==> src/rtl/branch_commit_unit.sv <==
// Branch commit unit: carries IF prediction metadata (PC, BTB hit) through
// ID and EX, resolves conditional branches / JAL / JALR in EX, and registers
// the BTB commit bundle in EX/MEM.
// Optional build macro BR_PERF_CNT_EN adds saturating committed-branch and
// misprediction counters (perf_br_cnt_o, perf_mispred_cnt_o).
module branch_commit_unit #(
    parameter int INDEX_WIDTH = 12
) (
    input  logic                          clk_i,
    input  logic                          rst_i,
    input  logic                          IF_valid_i,
    input  logic [31:0]                   IF_pc_i,
    input  logic                          IF_btb_hit_i,
    input  logic                          stall_i,
    input  logic                          flush_i,
    input  logic                          ID_is_br_i,
    input  logic                          ID_is_jal_i,
    input  logic                          ID_is_jalr_i,
    input  logic [2:0]                    ID_funct3_i,
    input  logic [31:0]                   EX_rs1_i,
    input  logic [31:0]                   EX_rs2_i,
    input  logic [31:0]                   EX_imm_i,
    output logic [INDEX_WIDTH-1:0]        EXMEM_btb_wr_index_o,
    output logic [32-INDEX_WIDTH-2-1:0]   EXMEM_btb_wr_tag_o,
    output logic [31:0]                   EXMEM_btb_wr_target_o,
    output logic                          EXMEM_btb_hit_o,
    output logic                          EXMEM_br_decision_o,
    output logic                          EXMEM_is_jmp_o,
    output logic [31:0]                   EXMEM_pc_plus4_o
`ifdef BR_PERF_CNT_EN
    ,
    output logic [31:0]                   perf_br_cnt_o,
    output logic [31:0]                   perf_mispred_cnt_o
`endif
);

    localparam int TAG_WIDTH = 32 - INDEX_WIDTH - 2;

    // Branch condition; funct3 010/011 are never taken (and never committed).
    function automatic logic br_taken(input logic [2:0] f3,
                                      input logic signed [31:0] a,
                                      input logic signed [31:0] b);
        logic r;
        r = 1'b0;
        case (f3)
            3'b000:  r = (a == b);
            3'b001:  r = (a != b);
            3'b100:  r = (a < b);
            3'b101:  r = (a >= b);
            3'b110:  r = ($unsigned(a) <  $unsigned(b));
            3'b111:  r = ($unsigned(a) >= $unsigned(b));
            default: r = 1'b0;
        endcase
        return r;
    endfunction

    function automatic logic br_legal(input logic [2:0] f3);
        return (f3 != 3'b010) && (f3 != 3'b011);
    endfunction

    // IF/ID stage
    logic        vld_p0;
    logic [31:0] pc_p0;
    logic        hit_p0;

    // ID/EX stage
    logic        vld_p1;
    logic [31:0] pc_p1;
    logic        hit_p1;
    logic        is_br_p1;
    logic        is_jal_p1;
    logic        is_jalr_p1;
    logic [2:0]  funct3_p1;

    // EX/MEM stage (commit bundle)
    logic                   jmp_p2;
    logic                   dec_p2;
    logic                   hit_p2;
    logic [INDEX_WIDTH-1:0] index_p2;
    logic [TAG_WIDTH-1:0]   tag_p2;
    logic [31:0]            target_p2;
    logic [31:0]            pc4_p2;

    // EX resolution
    logic signed [31:0] rs1_s;
    logic signed [31:0] rs2_s;
    logic        legal_ex;
    logic        jmp_ex;
    logic        taken_ex;
    logic [31:0] pc_imm_ex;
    logic [31:0] rs1_imm_ex;
    logic [31:0] target_ex;

    assign rs1_s = EX_rs1_i;
    assign rs2_s = EX_rs2_i;

    // Resolve the instruction held in ID/EX: commit qualifier, decision, target.
    always_comb begin
        legal_ex   = br_legal(funct3_p1);
        jmp_ex     = vld_p1 & ((is_br_p1 & legal_ex) | is_jal_p1 | is_jalr_p1);
        pc_imm_ex  = pc_p1 + EX_imm_i;
        rs1_imm_ex = EX_rs1_i + EX_imm_i;
        target_ex  = is_jalr_p1 ? (rs1_imm_ex & 32'hFFFF_FFFE) : pc_imm_ex;
        taken_ex   = jmp_ex & (is_jal_p1 | is_jalr_p1 | br_taken(funct3_p1, rs1_s, rs2_s));
    end

    // IF/ID and ID/EX payload: held on stall, meaningless while the valid bit is low.
    always_ff @(posedge clk_i) begin
        if (!stall_i) begin
            pc_p0      <= IF_pc_i;
            hit_p0     <= IF_btb_hit_i;
            pc_p1      <= pc_p0;
            hit_p1     <= hit_p0;
            is_br_p1   <= ID_is_br_i;
            is_jal_p1  <= ID_is_jal_i;
            is_jalr_p1 <= ID_is_jalr_i;
            funct3_p1  <= ID_funct3_i;
        end
    end

    // Valid bits and commit bundle: flush beats stall beats advance; reset clears the outputs.
    always_ff @(posedge clk_i or posedge rst_i) begin
        if (rst_i) begin
            vld_p0    <= 1'b0;
            vld_p1    <= 1'b0;
            jmp_p2    <= 1'b0;
            dec_p2    <= 1'b0;
            hit_p2    <= 1'b0;
            index_p2  <= '0;
            tag_p2    <= '0;
            target_p2 <= '0;
            pc4_p2    <= '0;
        end else begin
            if (flush_i) begin
                vld_p0 <= 1'b0;
                vld_p1 <= 1'b0;
                jmp_p2 <= 1'b0;
                dec_p2 <= 1'b0;
            end else if (!stall_i) begin
                vld_p0 <= IF_valid_i;
                vld_p1 <= vld_p0;
                jmp_p2 <= jmp_ex;
                dec_p2 <= taken_ex;
            end
            if (!stall_i) begin
                hit_p2    <= hit_p1;
                index_p2  <= pc_p1[INDEX_WIDTH+1:2];
                tag_p2    <= pc_p1[31:INDEX_WIDTH+2];
                target_p2 <= target_ex;
                pc4_p2    <= pc_p1 + 32'd4;
            end
        end
    end

    assign EXMEM_btb_wr_index_o  = index_p2;
    assign EXMEM_btb_wr_tag_o    = tag_p2;
    assign EXMEM_btb_wr_target_o = target_p2;
    assign EXMEM_btb_hit_o       = hit_p2;
    assign EXMEM_br_decision_o   = dec_p2;
    assign EXMEM_is_jmp_o        = jmp_p2;
    assign EXMEM_pc_plus4_o      = pc4_p2;

`ifdef BR_PERF_CNT_EN
    function automatic logic [31:0] sat_inc(input logic [31:0] c);
        return (c == 32'hFFFF_FFFF) ? c : c + 32'd1;
    endfunction

    logic [31:0] br_cnt;
    logic [31:0] mispred_cnt;

    // Count each commit once, on the edge where it leaves EX/MEM (never while stalled).
    always_ff @(posedge clk_i or posedge rst_i) begin
        if (rst_i) begin
            br_cnt      <= '0;
            mispred_cnt <= '0;
        end else if (!stall_i && jmp_p2) begin
            br_cnt <= sat_inc(br_cnt);
            if (hit_p2 != dec_p2)
                mispred_cnt <= sat_inc(mispred_cnt);
        end
    end

    assign perf_br_cnt_o      = br_cnt;
    assign perf_mispred_cnt_o = mispred_cnt;
`endif

endmodule

==> config.mk <==
export PLATFORM = sky130hd
export DESIGN_NAME = branch_commit_unit
export DESIGN_NICKNAME = d
export VERILOG_FILES = /design/src/rtl/branch_commit_unit.sv
export SDC_FILE = /design/constraint.sdc
export NUM_CORES = 1
export LEC_CHECK = 0
export CORE_MARGIN = 2
export CORE_UTILIZATION = 57
export CTS_BUF_LIST = sky130_fd_sc_hd__clkbuf_4
export DETAILED_ROUTE_END_ITERATION = 8
export GPL_TIMING_DRIVEN = 0
export PLACE_DENSITY = 0.95
export SETUP_SLACK_MARGIN = 0.15
export SYNTH_ARGS = -nofsm -noshare
export SYNTH_HDL_FRONTEND = slang
export SYNTH_SLANG_ARGS = --single-unit
==> constraint.sdc <==
create_clock -name clk_i -period 5.2 [get_ports clk_i]
set_input_delay 0.78 -clock clk_i [delete_from_list [all_inputs] [get_ports clk_i]]
set_output_delay 0.78 -clock clk_i [all_outputs]
set_load 0.1 [all_outputs]
==> out/metrics.yaml <==
grt_pass1_vias: 8932
slew_headroom: 0.2992
worstRegToRegCells: 10
hold_class: "reg2reg"
core_area_um2: 18020
ys.flop_type: "dfrtp_1"
syn_area_um2: 10500
synth_nets: 1273
outcome: "completed"
holdPathStages: 0
cts-root-buf: "clkbuf_4"
min-delay-start: "pc_p0[4]$_DFFE_PN_"
wl_um: 29880
final_cells: 1537
boundaryPins: 237
netlist_instances: 1037
grt_max_degree: 51
ir_drop_uv: 297.2
drc_errors: 0
synth_seq_cells: 171
nets: 1530
post-route-util: 0.7495
htreeDepth: 4
cts_resized: 0
detail_route.iter0.violations: 721
synth_edf_count: 72
row_count: 49
p_leak_nw: 5.706
drv_cap: 0
cts_inserted_buffers: 17
dieArea_um2: 19510
r2r_start: "pc_p1[8]$_DFFE_PN_"
yosysTopAreaCellShare: 0.2361
critPathMaxFanout: 4
synth_cell_types: 68
cts_setup_buffers: 0
antenna_found_initial: 1
place_area_um2: 13210
layout_setup_ws_ns: 1.784
min_to: "pc_p1[4]$_DFFE_PN_"
critPathLaunchType: "input pin"
crit_type: "in2reg"
ctsHoldBuffers: 0
cp.required_ns: 5.69
final_antenna_net_count: 0
initial_utilization: 0.5823
syn_avg_cell_area_um2: 10.12
dr.pass1.iters: 5
yosysSeqAreaShare: 0.4421
synth_area_leaders: "dfrtp_1 (24%), edfxtp_1 (21%), ha_1 (11%), mux2_2 (4.1%), a21oi_1 (4.0%)"
fp.dieW_um: 139.7
cts.sinks: 171
cts_max_path_buffers: 2
r2r_setup_slack_ns: 2.00
grtUsageTotal: 0.3047
area_delta_synth_final_pct: 28.73
setup_tns_ns: 0
die_height_um: 139.7
hold_violations: 0
synth-warning-count: 0
portBuffers: 236
via_per_inst: 5.980
fin_skew_ns: 0.01819
layout-drive-gt1-share: 0.07192
tightestPinTransition_ns: 1.048
clock_latency_ns: 0.59
dp_slack_ns: 1.213
cts_tree: "yes"
dpl.cell_count: 1504
post_drt_wl_per_cell_um: 19.44
grt-ovfl-total: 0
power.density_nw_per_um2: 322.0
reg2reg_to: "EXMEM_btb_wr_target_o[30]$_DFFE_PP0N_"
vias: 9191
clk_pin_slew_ns: 0.16
place.detailed.hpwl_um: 23660
post-route-cell-area_um2: 13510
rsz0062_at_grt: "false"
fmax_ghz: 0.2927
async_flop_share: 0.5789
end_kind: "flop"
grt_pass1_wl_um: 46660
nFillCells: 1243
critPathArrivalTime_ns: 3.91
period_share: 0.6569
yosys.area.top_type: "dfrtp_1"
gp_congestion: 0.9189
setup-violations-final: 0
drv_slew: 0
period_minus_slack_ns: 3.416
## logic make-up after synthesis
group / share of synthesized area
buf+inv: 0.03398
flops: 0.4421
xor+xnor: 0.06259
fa+ha+maj: 0.1159
mux: 0.04936
simple gates: 0.1227
compound gates: 0.1735
## power by group
part,switching [mW],internal (mW),leakage [nW]
Combinational,1.32,0.576,3.66
Sequential,0.118,1.57,1.89
Clock,0.544,0.225,0.157
## through the flow
stage	total power, mW	hold slack, ns
4_1_cts	4.349	0.4326
5_1_grt	4.527	0.4470
2_1_floorplan	3.028	0.4003
3_3_place_gp	3.544	0.4001
3_5_place_dp	3.585	0.4045
6_report	4.351	0.4337
## registers in the layout (all words and copies together) (netlist names), 3 cells and up
register               cells
funct3_p1                  3
EXMEM_btb_wr_tag_o        18
pc_p0                     32
pc_p1                     32
EXMEM_pc_plus4_o          32
EXMEM_btb_wr_index_o      12
EXMEM_btb_wr_target_o     32
## metal layers
metal  GRT usage  wire [um]  vias to the layer above
li1            -          -                     4325
met1      0.4033      12210                     4324
met2      0.4881      13790                      465
met3     0.06435       2707                       77
met4      0.1316       1168                        0
met5           0          0                        -
## worst max-delay path by stage
stage           startpoint                               endpoint  slack (ns)
2_1_floorplan      stall_i                 funct3_p1[0]$_DFFE_PN_        1.39
6_report       EX_imm_i[0]  EXMEM_btb_wr_target_o[30]$_DFFE_PP0N_        1.78
3_5_place_dp   EX_imm_i[1]  EXMEM_btb_wr_target_o[26]$_DFFE_PP0N_        1.21
3_3_place_gp       stall_i  EXMEM_btb_wr_target_o[28]$_DFFE_PP0N_       -0.53
5_1_grt        EX_imm_i[1]  EXMEM_btb_wr_target_o[26]$_DFFE_PP0N_        1.59
4_1_cts        EX_imm_i[1]  EXMEM_btb_wr_target_o[26]$_DFFE_PP0N_        1.87
## layout make-up
class | count | area (um2) | share of cell area
Buffer | 28 | 112.6 | 0.008335
Clock buffer | 17 | 127.6 | 0.009446
Clock inverter | 15 | 175.2 | 0.01297
Inverter | 66 | 250.2 | 0.01852
Timing Repair Buffer | 238 | 2417 | 0.1789
Tap cell | 229 | 286.5 | 0.02121
Multi-Input combinational cell | 772 | 5499 | 0.4070
Sequential cell | 171 | 4639 | 0.3434
Antenna cell | 1 | 2.502 | 0.0001852
## cells in the mapped netlist (15+ instances only)
master	count
dfrtp_1	99
ha_1	94
nand2_1	92
a21oi_1	83
edfxtp_1	72
inv_1	66
o21ai_0	64
nor2_1	57
xor2_1	42
mux2_2	38
xnor2_1	33
a21o_1	30
nand3_1	23
nand4_1	22
o21ai_1	22
clkbuf_1	20
a211oi_1	15
## cell usage in the layout, fill, tap and decap left out, types with 6 or more instances in the layout
| master | count |
|---|---|
| a31oi_1 | 7 |
| mux2_2 | 38 |
| or3_1 | 6 |
| ha_1 | 94 |
| clkdlybuf4s50_1 | 236 |
| o21ai_1 | 22 |
| nand4_1 | 22 |
| nor3_1 | 12 |
| xnor2_1 | 33 |
| o211ai_1 | 8 |
| dfrtp_1 | 99 |
| o21a_1 | 8 |
| or2_2 | 8 |
| a21oi_1 | 83 |
| a21o_1 | 30 |
| nor2_1 | 57 |
| inv_1 | 65 |
| nand3_1 | 23 |
| xor2_1 | 42 |
| nand2b_1 | 10 |
| nand2_1 | 92 |
| clkbuf_4 | 18 |
| clkbuf_1 | 19 |
| o21ai_0 | 64 |
| a211oi_1 | 15 |
| edfxtp_1 | 72 |
| mux2i_1 | 9 |
| o21bai_1 | 7 |
| and3_1 | 10 |
## worst max-delay path, stage by stage
cell and delay, ns:
clkdlybuf4s50_1 0.47, ha_1 0.26, inv_1 0.08, fa_1 0.20, nand2b_1 0.16, a21oi_2 0.08
o21a_2 0.24, o41a_4 0.40, a2111oi_4 0.38, nor3_2 0.12, o31ai_1 0.35, mux2i_1 0.26
o211ai_1 0.11
Note: power is estimated with default switching activity, not from simulation.
